$ cat src/rtl/priority_interrupt_controller_pkg.sv
// ----------------------------------------------------------------------------
// priority_interrupt_controller_pkg
// Shared definitions for the nine-line priority interrupt controller:
//   - LINE_COUNT / CODE_WIDTH : number of request lines and vector code width
//   - pic_state_e             : handshake state encoding (IDLE/GRANT/SERVICE)
//   - VECTOR_IDLE             : Vector_bar value when nothing is granted
//   - code_to_onehot()        : maps a line code (1..9) to its pending-bit mask
// ----------------------------------------------------------------------------
package priority_interrupt_controller_pkg;

  localparam int LINE_COUNT = 9;
  localparam int CODE_WIDTH = 4;

  typedef enum logic [1:0] {
    ST_IDLE    = 2'd0,
    ST_GRANT   = 2'd1,
    ST_SERVICE = 2'd2
  } pic_state_e;

  localparam logic [CODE_WIDTH-1:0] VECTOR_IDLE = 4'b1111;

  // Line code 1..9 selects bit code-1; any other code yields an empty mask.
  function automatic logic [LINE_COUNT-1:0] code_to_onehot(input logic [CODE_WIDTH-1:0] code);
    logic [LINE_COUNT-1:0] onehot;
    onehot = {LINE_COUNT{1'b0}};
    for (int i = 0; i < LINE_COUNT; i++) begin
      if (code == CODE_WIDTH'(i + 1)) begin
        onehot[i] = 1'b1;
      end else begin
        onehot[i] = 1'b0;
      end
    end
    return onehot;
  endfunction

endpackage

$ cat src/rtl/priority_interrupt_controller_ttl_74147.sv
// ----------------------------------------------------------------------------
// ttl_74147
// 10-line to 4-line priority encoder (behavioural model of the classic part).
// Ports:
//   in_bar   [8:0] : active-low inputs, bit 0 = input 1 ... bit 8 = input 9
//   code_bar [3:0] : active-low binary code of the highest active input;
//                    4'b1111 (code 0) when no input is active
// Purely combinational.
// ----------------------------------------------------------------------------
module ttl_74147 (
  input  logic [8:0] in_bar,
  output logic [3:0] code_bar
);

  logic [3:0] code_s;

  // Ascending scan so the highest-numbered active input overwrites lower ones.
  always_comb begin
    code_s = 4'd0;
    for (int i = 0; i < 9; i++) begin
      if (in_bar[i] == 1'b0) begin
        code_s = 4'(i + 1);
      end else begin
        code_s = code_s;
      end
    end
    code_bar = ~code_s;
  end

endmodule

$ cat src/rtl/priority_interrupt_controller.sv
// ----------------------------------------------------------------------------
// priority_interrupt_controller
// Nine-line edge-triggered interrupt controller with a four-phase host
// handshake. A high-to-low change on a request line sets its pending bit;
// the highest-numbered unmasked pending line is granted from IDLE, held
// through GRANT and SERVICE, and its pending bit cleared when Ack drops.
// Parameters:
//   DELAY_RISE / DELAY_FALL : output rise/fall delays for timing-annotated
//                             models; the synthesized outputs come straight
//                             from registers and carry no modelled delay.
// Ports:
//   Clk              : rising-edge clock
//   Clear            : asynchronous active-high reset
//   Req_bar    [8:0] : active-low request lines, bit 0 = line 1
//   Mask       [8:0] : 1 = line excluded from arbitration (pending retained)
//   Ack              : host acknowledge (high = taken, low = done)
//   Int              : interrupt to host, high in GRANT
//   Vector_bar [3:0] : active-low code of granted line, 4'b1111 when idle
//   Busy             : high whenever a transaction is in progress
// ----------------------------------------------------------------------------
module priority_interrupt_controller
  import priority_interrupt_controller_pkg::*;
#(
  parameter int DELAY_RISE = 0,
  parameter int DELAY_FALL = 0
) (
  input  logic                  Clk,
  input  logic                  Clear,
  input  logic [LINE_COUNT-1:0] Req_bar,
  input  logic [LINE_COUNT-1:0] Mask,
  input  logic                  Ack,
  output logic                  Int,
  output logic [CODE_WIDTH-1:0] Vector_bar,
  output logic                  Busy
);

  // Delays only matter to timing-annotated simulation models; negative
  // values are meaningless and leave an empty marker scope for inspection.
  if (DELAY_RISE < 0 || DELAY_FALL < 0) begin : g_negative_delay
  end

  pic_state_e            state_r;
  pic_state_e            state_s;
  logic [LINE_COUNT-1:0] sample_r;
  logic [LINE_COUNT-1:0] pending_r;
  logic [LINE_COUNT-1:0] pending_s;
  logic [LINE_COUNT-1:0] fall_s;
  logic [LINE_COUNT-1:0] eligible_s;
  logic [LINE_COUNT-1:0] clear_mask_s;
  logic [CODE_WIDTH-1:0] winner_bar_s;
  logic [CODE_WIDTH-1:0] vector_bar_r;
  logic [CODE_WIDTH-1:0] vector_bar_s;
  logic                  service_done_s;
  logic                  int_r;
  logic                  busy_r;

  // Falling edge = previous sample high, current input low. The sample
  // register resets to all ones so a line held low through reset release
  // registers as an edge on the first clock.
  assign fall_s     = sample_r & ~Req_bar;
  assign eligible_s = pending_r & ~Mask;

  ttl_74147 u_encoder (
    .in_bar   (~eligible_s),
    .code_bar (winner_bar_s)
  );

  // Next-state, vector latch value and service-completion strobe.
  always_comb begin
    state_s        = state_r;
    vector_bar_s   = vector_bar_r;
    service_done_s = 1'b0;
    case (state_r)
      ST_IDLE: begin
        // Ack is deliberately not looked at here.
        if (|eligible_s) begin
          state_s      = ST_GRANT;
          vector_bar_s = winner_bar_s;
        end else begin
          state_s      = ST_IDLE;
        end
      end
      ST_GRANT: begin
        if (Ack) begin
          state_s = ST_SERVICE;
        end else begin
          state_s = ST_GRANT;
        end
      end
      ST_SERVICE: begin
        if (!Ack) begin
          state_s        = ST_IDLE;
          vector_bar_s   = VECTOR_IDLE;
          service_done_s = 1'b1;
        end else begin
          state_s        = ST_SERVICE;
        end
      end
      default: begin
        state_s      = ST_IDLE;
        vector_bar_s = VECTOR_IDLE;
      end
    endcase
  end

  // Pending update: clear the serviced line, but a new edge on the same
  // clock wins so the request is not lost.
  always_comb begin
    if (service_done_s) begin
      clear_mask_s = code_to_onehot(~vector_bar_r);
    end else begin
      clear_mask_s = {LINE_COUNT{1'b0}};
    end
    pending_s = (pending_r & ~clear_mask_s) | fall_s;
  end

  // State, sampling, pending and registered output flops.
  always_ff @(posedge Clk or posedge Clear) begin
    if (Clear) begin
      state_r      <= ST_IDLE;
      sample_r     <= {LINE_COUNT{1'b1}};
      pending_r    <= {LINE_COUNT{1'b0}};
      vector_bar_r <= VECTOR_IDLE;
      int_r        <= 1'b0;
      busy_r       <= 1'b0;
    end else begin
      state_r      <= state_s;
      sample_r     <= Req_bar;
      pending_r    <= pending_s;
      vector_bar_r <= vector_bar_s;
      int_r        <= (state_s == ST_GRANT);
      busy_r       <= (state_s != ST_IDLE);
    end
  end

  assign Int        = int_r;
  assign Vector_bar = vector_bar_r;
  assign Busy       = busy_r;

endmodule
$ cat config.mk
export PLATFORM = sky130hd
export DESIGN_NAME = priority_interrupt_controller
export DESIGN_NICKNAME = d
export VERILOG_FILES = /design/src/rtl/priority_interrupt_controller_pkg.sv /design/src/rtl/priority_interrupt_controller_ttl_74147.sv /design/src/rtl/priority_interrupt_controller.sv
export SDC_FILE = /design/constraint.sdc
export NUM_CORES = 1
export LEC_CHECK = 0
export ABC_AREA = 1
export CAP_MARGIN = 0
export CORE_MARGIN = 8
export CORE_UTILIZATION = 48
export CTS_CLUSTER_SIZE = 14
export DETAILED_ROUTE_END_ITERATION = 12
export GPL_TIMING_DRIVEN = 0
export PLACE_DENSITY = 0.85
export SYNTH_ARGS = -nofsm -noshare
export SYNTH_HDL_FRONTEND = slang
export SYNTH_HIERARCHICAL = 1
export SYNTH_SLANG_ARGS = --single-unit
$ cat constraint.sdc
create_clock -name Clk -period 1.59 [get_ports Clk]
set_input_delay 0.318 -clock Clk [delete_from_list [all_inputs] [get_ports Clk]]
set_output_delay 0.318 -clock Clk [all_outputs]
set_load 0.05 [all_outputs]
# == Yosys cells after proc, flatten, opt, wreduce, memory -nomap -nowiden ==
# Index checks and enable logic that the tools add are counted.
# word_totals
register_bits,26
input_bits,21
elab_cells,63
# op_classes
eq_ne,14
muxes,28
bitwise,11
reduce_logical,4
# op_table
cell,count
9-bit inverter,4
9-bit AND,3
4-bit by 3-bit == test with 1-bit output (second input constant),4
4-bit 2-to-1 mux,4
1-bit 2-to-1 mux,13
3-bit 2-to-1 mux,4
4-bit case mux with 3 select lines,1
9-bit 2-to-1 mux,1
9-bit bitwise OR,1
9-bit OR reduction,1
4-bit by 2-bit == test with 1-bit output (second input constant),2
4-bit == test (second input constant),2
2-bit 2-to-1 mux,4
4-bit inverter,2
2-bit case mux with 3 select lines,1
2-bit by 1-bit == test with 1-bit output (second input constant),2
4-bit by 1-bit == test with 1-bit output (second input constant),1
2-bit != test (second input constant),2
3-bit AND reduction,1
2-bit == test (second input constant),1
2-bit logical NOT,1
2-bit nonzero test,1
1-bit inverter,1

# == Longest topological paths before layout ==
# Gate-level depths: netlist (run 1).
# logic_depth
ltp_word,15
depth_mapped,14
ltp_nobuf,14

# == Modules after synthesis ==
# Netlist (run 1), hierarchy kept.
# by_module_without_submodules
mod,instances,cells_per_inst,area_each_um2
priority_interrupt_controller,1,124,1108.6
ttl_74147,1,16,68.8

# == Worst setup path before layout (run 1) ==
# OpenSTA, ideal clock, no wires.
# synth_path
kind,flip-flop to flip-flop
start,register vector_bar_r[2] (netlist: Vector_bar[2])
end,register pending_r[2]
setup_ns,0.133
arrival_time_ns,1.138
t_required_ns,1.457
path_slack_ns,0.319
path_stages_with_launch,4
synth_period_minus_slack_ns,1.271
cell_sequence,dfstp_2 > nand2_1 > o31ai_1 > o21ai_0
# synth_between
elab_chain_len,7
# synth_lines
item,line,text
from (decl),priority_interrupt_controller.sv:51,logic [CODE_WIDTH-1:0] vector_bar_r;
from (signal assigned),priority_interrupt_controller.sv:130,vector_bar_r <= vector_bar_s;
4-bit inverter,priority_interrupt_controller.sv:110,clear_mask_s = code_to_onehot(~vector_bar_r);
4-bit by 2-bit == test with 1-bit output,priority_interrupt_controller_pkg.sv:27,if (code == CODE_WIDTH'(i + 1)) begin
1-bit 2-to-1 mux,priority_interrupt_controller_pkg.sv:27,
9-bit 2-to-1 mux,priority_interrupt_controller.sv:109,if (service_done_s) begin
9-bit inverter,priority_interrupt_controller.sv:114,pending_s = (pending_r & ~clear_mask_s) | fall_s;
9-bit AND,priority_interrupt_controller.sv:114,
9-bit bitwise OR,priority_interrupt_controller.sv:114,
net pending_s[2],priority_interrupt_controller.sv:46,logic [LINE_COUNT-1:0] pending_s;
to (signal assigned),priority_interrupt_controller.sv:122,pending_r <= {LINE_COUNT{1'b0}};
to (signal assigned),priority_interrupt_controller.sv:129,pending_r <= pending_s;
to (decl),priority_interrupt_controller.sv:45,logic [LINE_COUNT-1:0] pending_r;
# The timed path passes the listed nets, and every way through them passes these cells.
# A chain may end at the register's enable or synchronous reset.

# == Final worst setup path (run 1) ==
# layout_path
start,register vector_bar_r[0] (netlist: Vector_bar[0])
end,output port Vector_bar[0]
# layout_rtl
item,line,text
to (decl),priority_interrupt_controller.sv:33,"output logic [CODE_WIDTH-1:0] Vector_bar,"
# No word-level cell between the ends.

==> results of run 1 <==
-- registers in the layout (all words and copies together) (netlist names) --
name / count
Busy: 1
pending_r: 9
Vector_bar: 4
Int: 1
sample_r: 9
state_r: 2
-- layout make-up --
cell class	count	area (um2)
multi-input cells	82	390
fillers	209	931
clock buffers	4	26.3
flip-flops and latches	26	667
inverters	32	120
well taps	30	37.5
repair buffers	26	238
-- metal layers --
layer | global-route usage (%) | wire length [um]
met1 | 14.1 | 1040
met2 | 23.0 | 1310
met3 | 2.72 | 107
met4 | 6.54 | 15
met5 | 0 | 0
-- how the worst max path moves through the flow --
stage,from,endpoint,depth (start not counted)
2_1_floorplan,Vector_bar[2]$_DFFE_PP1P_,pending_r[2]$_DFF_PP0_,3
3_3_place_gp,Mask[0],Vector_bar[0]$_DFFE_PP1P_,14
3_5_place_dp,Mask[0],Vector_bar[0]$_DFFE_PP1P_,14
4_1_cts,Int$_DFF_PP0_,Int,1
5_1_grt,Mask[0],Vector_bar[0]$_DFFE_PP1P_,14
6_report,Vector_bar[0]$_DFFE_PP1P_,Vector_bar[0],1
-- cells in the final DEF, fill, tap and decap left out, types with 3 or more instances in the layout --
cell type | synthesis | layout
nand2_1 | 36 | 36
inv_1 | 31 | 31
o21ai_0 | 20 | 20
clkdlybuf4s50_1 | 0 | 20
dfrtp_1 | 13 | 13
dfstp_2 | 13 | 13
nand3_1 | 6 | 6
nor2_1 | 4 | 4
buf_2 | 0 | 4
or2_2 | 3 | 3
clkbuf_4 | 0 | 3
-- cells by family after synthesis --
group                  Yosys count
AND/OR/NAND/NOR                 54
buffers and inverters           32
AO/OA/AOI/OAI                   28
flip-flops                      26
-- per-stage QoR --
step	instances	setup TNS (ns)	setup WS [ns]
final	200	0	0.0691
after global routing	200	0	0.0129
after CTS	200	0	0.0644
after detailed placement	196	-0.645	-0.153
after global placement	196	-0.479	-0.131
after floorplan	140	0	0.319
-- report_power, final --
| part | total, uW | leakage [uW] | switching, uW | internal, uW |
|---|---|---|---|---|
| Clock | 281 | 0.0000150 | 183 | 98.1 |
| Sequential | 958 | 0.000264 | 115 | 843 |
| Combinational | 930 | 0.000456 | 664 | 266 |
==> impl_results.md, run 1 <==
- Min-delay src: Req_bar[1]
- TritonCTS clock tree: built
- CP peak stage delay: 0.61 ns
- Reg2reg setup slack: around 0.22 ns
- Status: finished clean
- Pre-antenna DRT Iters: 4
- Core Area: 2410 um2
- Row count: 18
- Compound-gate portion of the synthesized area: between 10% and 20%
- Relative slew slack: 38.9%
- Top post-synthesis cells by area: dfstp_2 29%, dfrtp_1 28%, nand2_1 11%
- Routed via count: between 900 and 1,000
- Largest family of logic cells by synthesized area: simple AND/OR/NAND/NOR gates
- Maximum VDD drop: 1.19 mV
- XOR/XNOR share of the synthesized area: 0%
- Min-delay worst type: primary input to flop
- Mean Syn Cell Area: 8.41 um2
- Vias in the first global route: between 1,000 and 1,500
- PwrDens: 1470 nW/um2
- Layout cells sized above 1: between 10% and 20%
- Worst hold-check slack: 0.407 ns
- Synth area leader: dfstp_2
- Largest net degree at the start of global routing: 27
- Critical Setup Path Class: flop to output port
- WP buf/inv: 1
- Layout Utilization: 61.4%
- Post-synth top area share: 29.0%
- Top cells by count, synth: 36 x nand2_1, 31 x inv_1, 20 x o21ai_0, 13 x dfrtp_1, 13 x dfstp_2
- Worst r2r dst: Vector_bar[0]$_DFFE_PP1P_
- Synthesis-to-finish area growth: 25.6%
- Tmin final: 1.52 ns
- Post-synth ARST share: 100%
- Final Cycle Share: 95.7%
- Die X: 65.5 um
- DR iter-0 viols: 34
- Slew @ Worst Pin: slightly above 0.9 ns
- Crit start category: flop
- RePlAce Congestion: 0.803
- Root Buffer Master: clkbuf_4
- Worst Path Required: 1.27 ns
- Initial Util: 48.9%
- Final Hold Viols: 0
- FF-to-FF path depth: 14
- DRC errors left: 0
- WL final: ~2.5 mm
- Post-DP Area: between 1000 and 1500 um2
- Clk Latency, worst-skew pair: 0.32 ns
- H-tree levels: 1
- Post-synthesis adder-cell area fraction: 0%
- Vias per cell: 4.94
- Post-synth net total: 161
- Hold-critical path depth: 1
- CTS Hold Buffers Added: 0
- Final instance area: 1480 um2
- Tot Pwr: 2170 uW
- Synth Flop Type: dfstp_2
- Critical path arrival: 1.20 ns
- Ys Warns: 6
- Post-detail-place hpwl: 2.01 mm
- Buffers added on ports: 26
- Gate Count Post-Synth: 140
- Post-Syn Area: 1180 um2
- Critical path peak fanout: 5
- Slew Viols, Final: 0
- Fin nets: 192
- CTS Sinks: 26
- GRT Overall Usage: 12.9%
- RR Startpoint: pending_r[0]$_DFF_PP0_
- Post-CTS resize count: 22
- # IOs: 27
- Post-synthesis mux area share: 0%
- Most common cell in the synthesized netlist: nand2_1
- Initial antenna violation count: 0
- Final setup fails: 0
- Worst Skew: 0.0100 ns
- Die Area: 4290 um2
- Slowest CP cell: dfstp_2
- Highest Clock Rate: between 600 and 700 MHz
- Crit path max-delay family: flip-flops
- Die Ht: around 66 um
- EDFF count, synth: 0
- Total CTS buffers: 3
- Grt total ovfl: 0
- RSZ-0062 raised after global routing: no
- Sequential cell area fraction in the yosys report: a little under three fifths
- First-pass GRT wire length: 4.44 mm
- Lkg Pwr: 0.000735 uW
- CP Capture Type: output port
- Clock-pin slew on the worst setup and hold paths: about 0.13 ns
- Clock Path Buffers: 2
- Post-CTS setup buffers: 0
- Per-cell routed wire length: 12.4 um
- Antenna-violating nets left: 0
- Post-synth cell types: 19
- # diodes: 0
- Flops & latches, synth: 26
- Synth Area in Simple Gates: 19.9%
- Hold endpoint: sample_r[1]$_DFF_PP1_
- Max_cap viols: 0
- Worst-path cell chain: buf_2
(Power assumes the default switching activity.)
==> run 2, diff against run 1 <==
--- a/config.mk
+++ b/config.mk
@@ -12,7 +12,9 @@
 export CTS_CLUSTER_SIZE = 14
 export DETAILED_ROUTE_END_ITERATION = 12
 export GPL_TIMING_DRIVEN = 0
+export MAX_ROUTING_LAYER = met4
 export PLACE_DENSITY = 0.85
+export SETUP_SLACK_MARGIN = 0.2
 export SYNTH_ARGS = -nofsm -noshare
 export SYNTH_HDL_FRONTEND = slang
 export SYNTH_HIERARCHICAL = 1
==> run 2 against run 1 <==
  * Worst setup slack improved by 0.16 ns
  * First-iteration DRC count increased by 44%
  * Total power increased by 7.7%
  * Via count increased by 0.91%
  * Core utilization increased by 2.8 points
  * Highest routed layer unchanged
  * Fmax increased by 12%
  * Global-route usage increased by 0.60 points
  * Critical endpoint unchanged
  * Worst hold slack got worse by 0.0069 ns
  * Critical path depth unchanged
==> impl_results.md, run 2 (synthesis results as in run 1) <==
- Slew Viols, Final: 0
- Maximum VDD drop: 1.27 mV
- Row count: 18
- Synthesis-to-finish area growth: 31.3%
- Tmin final: 1.36 ns
- Vias per cell: 4.86
- Worst-path cell chain: buf_6
- Vias in the first global route: about 1,100
- Per-cell routed wire length: 12.3 um
- WL final: 2.52 mm
- Clock Path Buffers: 2
- CTS Sinks: 26
- Max_cap viols: 0
- # diodes: 0
- Slowest CP cell: dfstp_2
- Most common cell after layout, fill and taps aside: nand2_1
- Worst Skew: 0.00686 ns
- PwrDens: around 1500 nW/um2
- Initial Util: 48.9%
- Worst Path Required: 1.27 ns
- Reg2reg setup slack: 0.26 ns
- CP Capture Type: output port
- Relative slew slack: 38.6%
- Clock-pin slew on the worst setup and hold paths: ~0.14 ns
- Final setup fails: 0
- Footprint of the multi-input gates: 398 um2
- Hold-critical path depth: 1
- RSZ-0062 raised after global routing: yes
- CP peak stage delay: 0.56 ns
- DR iter-0 viols: 49
- # IOs: 27
- Routed via count: 997
- Worst hold-check slack: 0.400 ns
- Clk Latency, worst-skew pair: between 0.3 and 0.4 ns
- Fin nets: 197
- Antenna-violating nets left: 0
- Lkg Pwr: 0.000766 uW
- Critical path arrival: roughly 1.0 ns
- WP buf/inv: 1
- Layout cells sized above 1: 22.3%
- Crit path max-delay family: flip-flops
- GRT Overall Usage: a little over an eighth
- Final Cycle Share: 85.3%
- Sum Neg Setup Slack: 0 ns
- Buffers added on ports: 26
- Sequential Area: 667 um2
- Die Ht: 65.5 um
- Tot Pwr: 2340 uW
- First-pass GRT wire length: 4.51 mm
- Critical Setup Path Class: flop to output port
- H-tree levels: 1
- RR Startpoint: pending_r[0]$_DFF_PP0_
- Root Buffer Master: clkbuf_4
- TritonCTS clock tree: built
- Min-delay src: Req_bar[1]
- Die Area: 4290 um2
- Grt total ovfl: 0
- Pre-antenna DRT Iters: 4
- Final Hold Viols: 0
- Total CTS buffers: 3
- Die X: 65.5 um
- Initial antenna violation count: 0
- Core Area: 2410 um2
- Status: finished clean
- Min-delay worst type: primary input to flop
- Post-detail-place hpwl: 2.01 mm
- RePlAce Congestion: 0.814
- FF-to-FF path depth: 14
- Largest net degree at the start of global routing: 27
- Filler instances: just over 200
- Worst r2r dst: Vector_bar[0]$_DFFE_PP1P_
- DRC errors left: 0
- Crit start category: flop
- Critical path peak fanout: 2
- Highest Clock Rate: 737 MHz
- Slew @ Worst Pin: 0.920 ns
- CTS Hold Buffers Added: 0
- Hold endpoint: sample_r[1]$_DFF_PP1_
- Most frequent cells in the layout: 36 x nand2_1, 29 x inv_1, 20 x o21ai_0
==> run 2: changes by cell type in the layout (fill, tap and decap cells not counted), moves of 2 or more <==
cell	delta
buf_2	-3
buf_4	+5
buf_6	+4
inv_1	-2
inv_2	+2
==> run 2: worst max-delay path by stage <==
stage,cells past startpoint,slack (ns),start,endpoint
after CTS,1,0.13,Vector_bar[0]$_DFFE_PP1P_,Vector_bar[0]
final,1,0.23,Vector_bar[0]$_DFFE_PP1P_,Vector_bar[0]
after global placement,14,-0.13,Mask[0],Vector_bar[0]$_DFFE_PP1P_
after detailed placement,14,-0.15,Mask[0],Vector_bar[0]$_DFFE_PP1P_
after floorplan,3,0.32,Vector_bar[2]$_DFFE_PP1P_,pending_r[2]$_DFF_PP0_
after global routing,14,0.12,pending_r[0]$_DFF_PP0_,Vector_bar[0]$_DFFE_PP1P_
==> run 2: layout make-up <==
class / instances / share of cell area, %
Timing Repair Buffer: 31 / 19.3
Clock buffer: 4 / 1.70
Sequential cell: 26 / 43.1
Inverter: 32 / 7.77
Multi-Input combinational cell: 82 / 25.7
Tap cell: 30 / 2.43
==> run 2: report_power, final <==
part / internal, uW / switching, uW
sequential: 840 / 79.6
clock: 98.4 / 190
combinational: 398 / 729
==> run 2: repair_timing <==
item                                    in CTS  in global routing
endpoints found under the hold margin        0                  0
resized for setup                           34                  7
buffers inserted                             3                  2
pin swaps                                    1                  2
endpoints found under the setup margin       7                  7
==> run 2: per-stage QoR <==
| stage | cell area, um2 | setup slack (ns) | util (%) | instances |
|---|---|---|---|---|
| after floorplan | 1180 | 0.319 | - | 140 |
| after global placement | 1480 | -0.131 | 61.2 | 196 |
| after detailed placement | 1480 | -0.153 | 61.2 | 196 |
| after CTS | 1530 | 0.134 | 63.3 | 203 |
| after global routing | 1550 | 0.116 | 64.2 | 205 |
| final | 1550 | 0.233 | 64.2 | 205 |
==> run 2: per-layer routing <==
metal	global-route usage (%)	routed length, um	up-vias	share of wire, %
li1	-	-	503	-
met1	14.2	1070	464	42
met2	23.4	1290	25	51
met3	2.89	120	5	4.8
met4	6.81	44	0	1.7
met5	-	0	-	0
==> RTL edit 1 (flow settings as in run 1) <==
The package constant `LINE_COUNT` goes from 9 to 8.
--- a/src/rtl/priority_interrupt_controller_pkg.sv
+++ b/src/rtl/priority_interrupt_controller_pkg.sv
@@ -10,3 +10,3 @@
 
-  localparam int LINE_COUNT = 9;
+  localparam int LINE_COUNT = 8;
   localparam int CODE_WIDTH = 4;
Interface: changed (resized Mask and Req_bar); port bits go from 27 to 25. The function was not compared with the original's and may differ.
==> RTL edit 1 against run 1 <==
Area after synthesis is 5.6% lower; clock power is 14% higher; utilization is 2.7 points higher; cell area is 5.1% lower; sequential cell count is 2 lower; setup slack worse by 0.0083 ns; final cell count is 4.5% lower; routed wire length is 1.6% lower; power is 1.0% lower; synthesized cell count is 4.3% lower; via count is 5.2% lower.
==> RTL edit 1: results (changes against run 1) <==
run_status:
  status: "finished clean"  # unchanged
drt:
  vias: 937  # was 988
  detail_route.first_pass.iterations: 6  # was 4
  drt_iter0_markers: 42  # was 34
  wl_per_cell_um: 12.7  # was 12.4 um
synthesis:
  ys_types: 20  # was 19
  synthTopCellsByCount: "nand2_1, inv_1, o21ai_1, dfrtp_1, dfstp_2"  # was nand2_1, inv_1, o21ai_0, dfrtp_1, dfstp_2
  ys_seq_area_share_pct: 55.4  # was 56.6%
  synth.area.top_cells: "dfstp_2, dfrtp_1, nand2_1"  # unchanged
cells_and_area:
  final.fill_count: 193  # was 209
  fin_nets: 183  # was 192
  drive_gt1_share_pct: 19.0  # was 17.6%
min_path:
  holdPathEnd: "sample_r[0]"  # was sample_r[1]
  min_path_type: "primary input to register"  # unchanged
  hp-start: "Req_bar[0]"  # was Req_bar[1]
timing:
  fin_skew_ns: 0.00394  # was 0.0100 ns
  hold_ws_ns: 0.419  # was 0.407 ns
  maxSlewHeadroom_pct: 41.0  # was 38.9%
grt:
  grt.met2_usage_pct: 21.8  # was 23.0%
  grt_use_met1_pct: 13.4  # was 14.1%
  grt_pass1_vias: 1013  # was 1,045
  grt_usage_pct: 12.8  # was 12.9%
  use_met3_pct: 3.48  # was 2.72%
  grt_pass1_wl_mm: 4.18  # was 4.44 mm
  grt_max_degree: 25  # was 27
power_and_ir_drop:
  peakVddDrop_mv: 1.34  # was 1.19 mV
  power.leakage_uw: 0.000694  # was 0.000735 uW
setup_path:
  cp_max_fo: 6  # was 5
  timing.reg2reg.setup_slack_ns: 0.28  # was 0.22 ns
  critPathMaxStageDelay_ns: 0.61  # about the same
  cpLargestDelayFamily: "flip-flops"  # unchanged
  reg2reg_depth: 13  # was 14
placed_design:
  io_buffers: 24  # was 26
  place.gp.congestion: 0.886  # was 0.803
  dpl.hpwl_mm: 1.91  # was 2.01 mm
clock_network:
  clockBufferDepth: 2  # unchanged
  clkSlewWorstSetupHoldPaths_ns: 0.13  # about the same
[RTL edit 1: cell types whose count changed after synthesis, sizes merged]
cell | before | now
nor3 | 1 | 0
dfrtp | 13 | 12
inv | 32 | 30
o22ai | 1 | 0
dfstp | 13 | 12
nand4 | 0 | 1
conb | 0 | 1
or2 | 3 | 1
nand2 | 39 | 40
nand3 | 6 | 7
o31ai | 2 | 0
[RTL edit 1: report_power, final]
part / switching (uW) / internal, uW / total (uW) / leakage [uW]
clock: 180 / 140 / 320 / 0.0000210
sequential: 131 / 788 / 919 / 0.000245
combinational: 650 / 258 / 908 / 0.000429
total: 961 / 1190 / 2150 / 0.000694
[RTL edit 1: stage by stage]
step / utilization [%] / cells / setup slack [ns] / cell area (um2) / power (uW)
CTS: 64.1 / 191 / 0.0524 / 1400 / 2160
finish: 64.1 / 191 / 0.0609 / 1400 / 2150
detailed placement: 63.4 / 187 / -0.129 / 1390 / 1900
global route: 64.1 / 191 / 0.0129 / 1400 / 2300
floorplan: - / 135 / 0.321 / 1110 / 1580
global placement: 63.4 / 187 / -0.123 / 1390 / 1860
[RTL edit 1: worst reg2reg max path, cell delays in order (launching register included)]
cell and delay [ns]:
dfrtp_1 0.40, nand2_1 0.08, inv_1 0.04, nand2_1 0.05, nand2_1 0.04, nand2_1 0.06, nand2_1 0.06, nand2_1 0.07
nand2_1 0.08, a21oi_2 0.14, inv_1 0.05, nand2_1 0.07, nand2_1 0.06, nand2_1 0.07
[RTL edit 1: logic make-up (layout without fill, tap and decap cells)]
kind of cell,count (synthesis),count (layout),share of synthesized area [%]
compound gates,25,25,12.2
buf+inv,30,58,10.1
flops,24,24,55.4
other cells,1,2,0.338
simple gates,54,54,22.0
[RTL edit 1: cell type report]
class	count	area (um2)	area share, %
multi-input combinational	81	387	27.5
clock buffer	4	36.3	2.58
timing repair buffer	24	218	15.5
sequential	24	616	43.9
inverter	30	113	8.02
tap	28	35.0	2.50
[RTL edit 1: worst max-delay path by stage]
stage	startpoint	endpoint	slack (ns)	cells after the start
6_report	Vector_bar[3]	Vector_bar[3]	0.06	1
5_1_grt	Vector_bar[1]	Vector_bar[1]	0.01	1
4_1_cts	Vector_bar[3]	Vector_bar[3]	0.05	1
3_5_place_dp	Vector_bar[3]	Vector_bar[3]	-0.13	1
3_3_place_gp	Vector_bar[1]	Vector_bar[1]	-0.12	1
2_1_floorplan	Vector_bar[2]	pending_r[7]	0.32	5
[RTL edit 1: routing by layer]
metal | part of all wire, % | vias up
li1 | - | 464
met1 | 40 | 438
met2 | 53 | 28
met3 | 3.9 | 7
met4 | 2.5 | 0
met5 | 0 | -
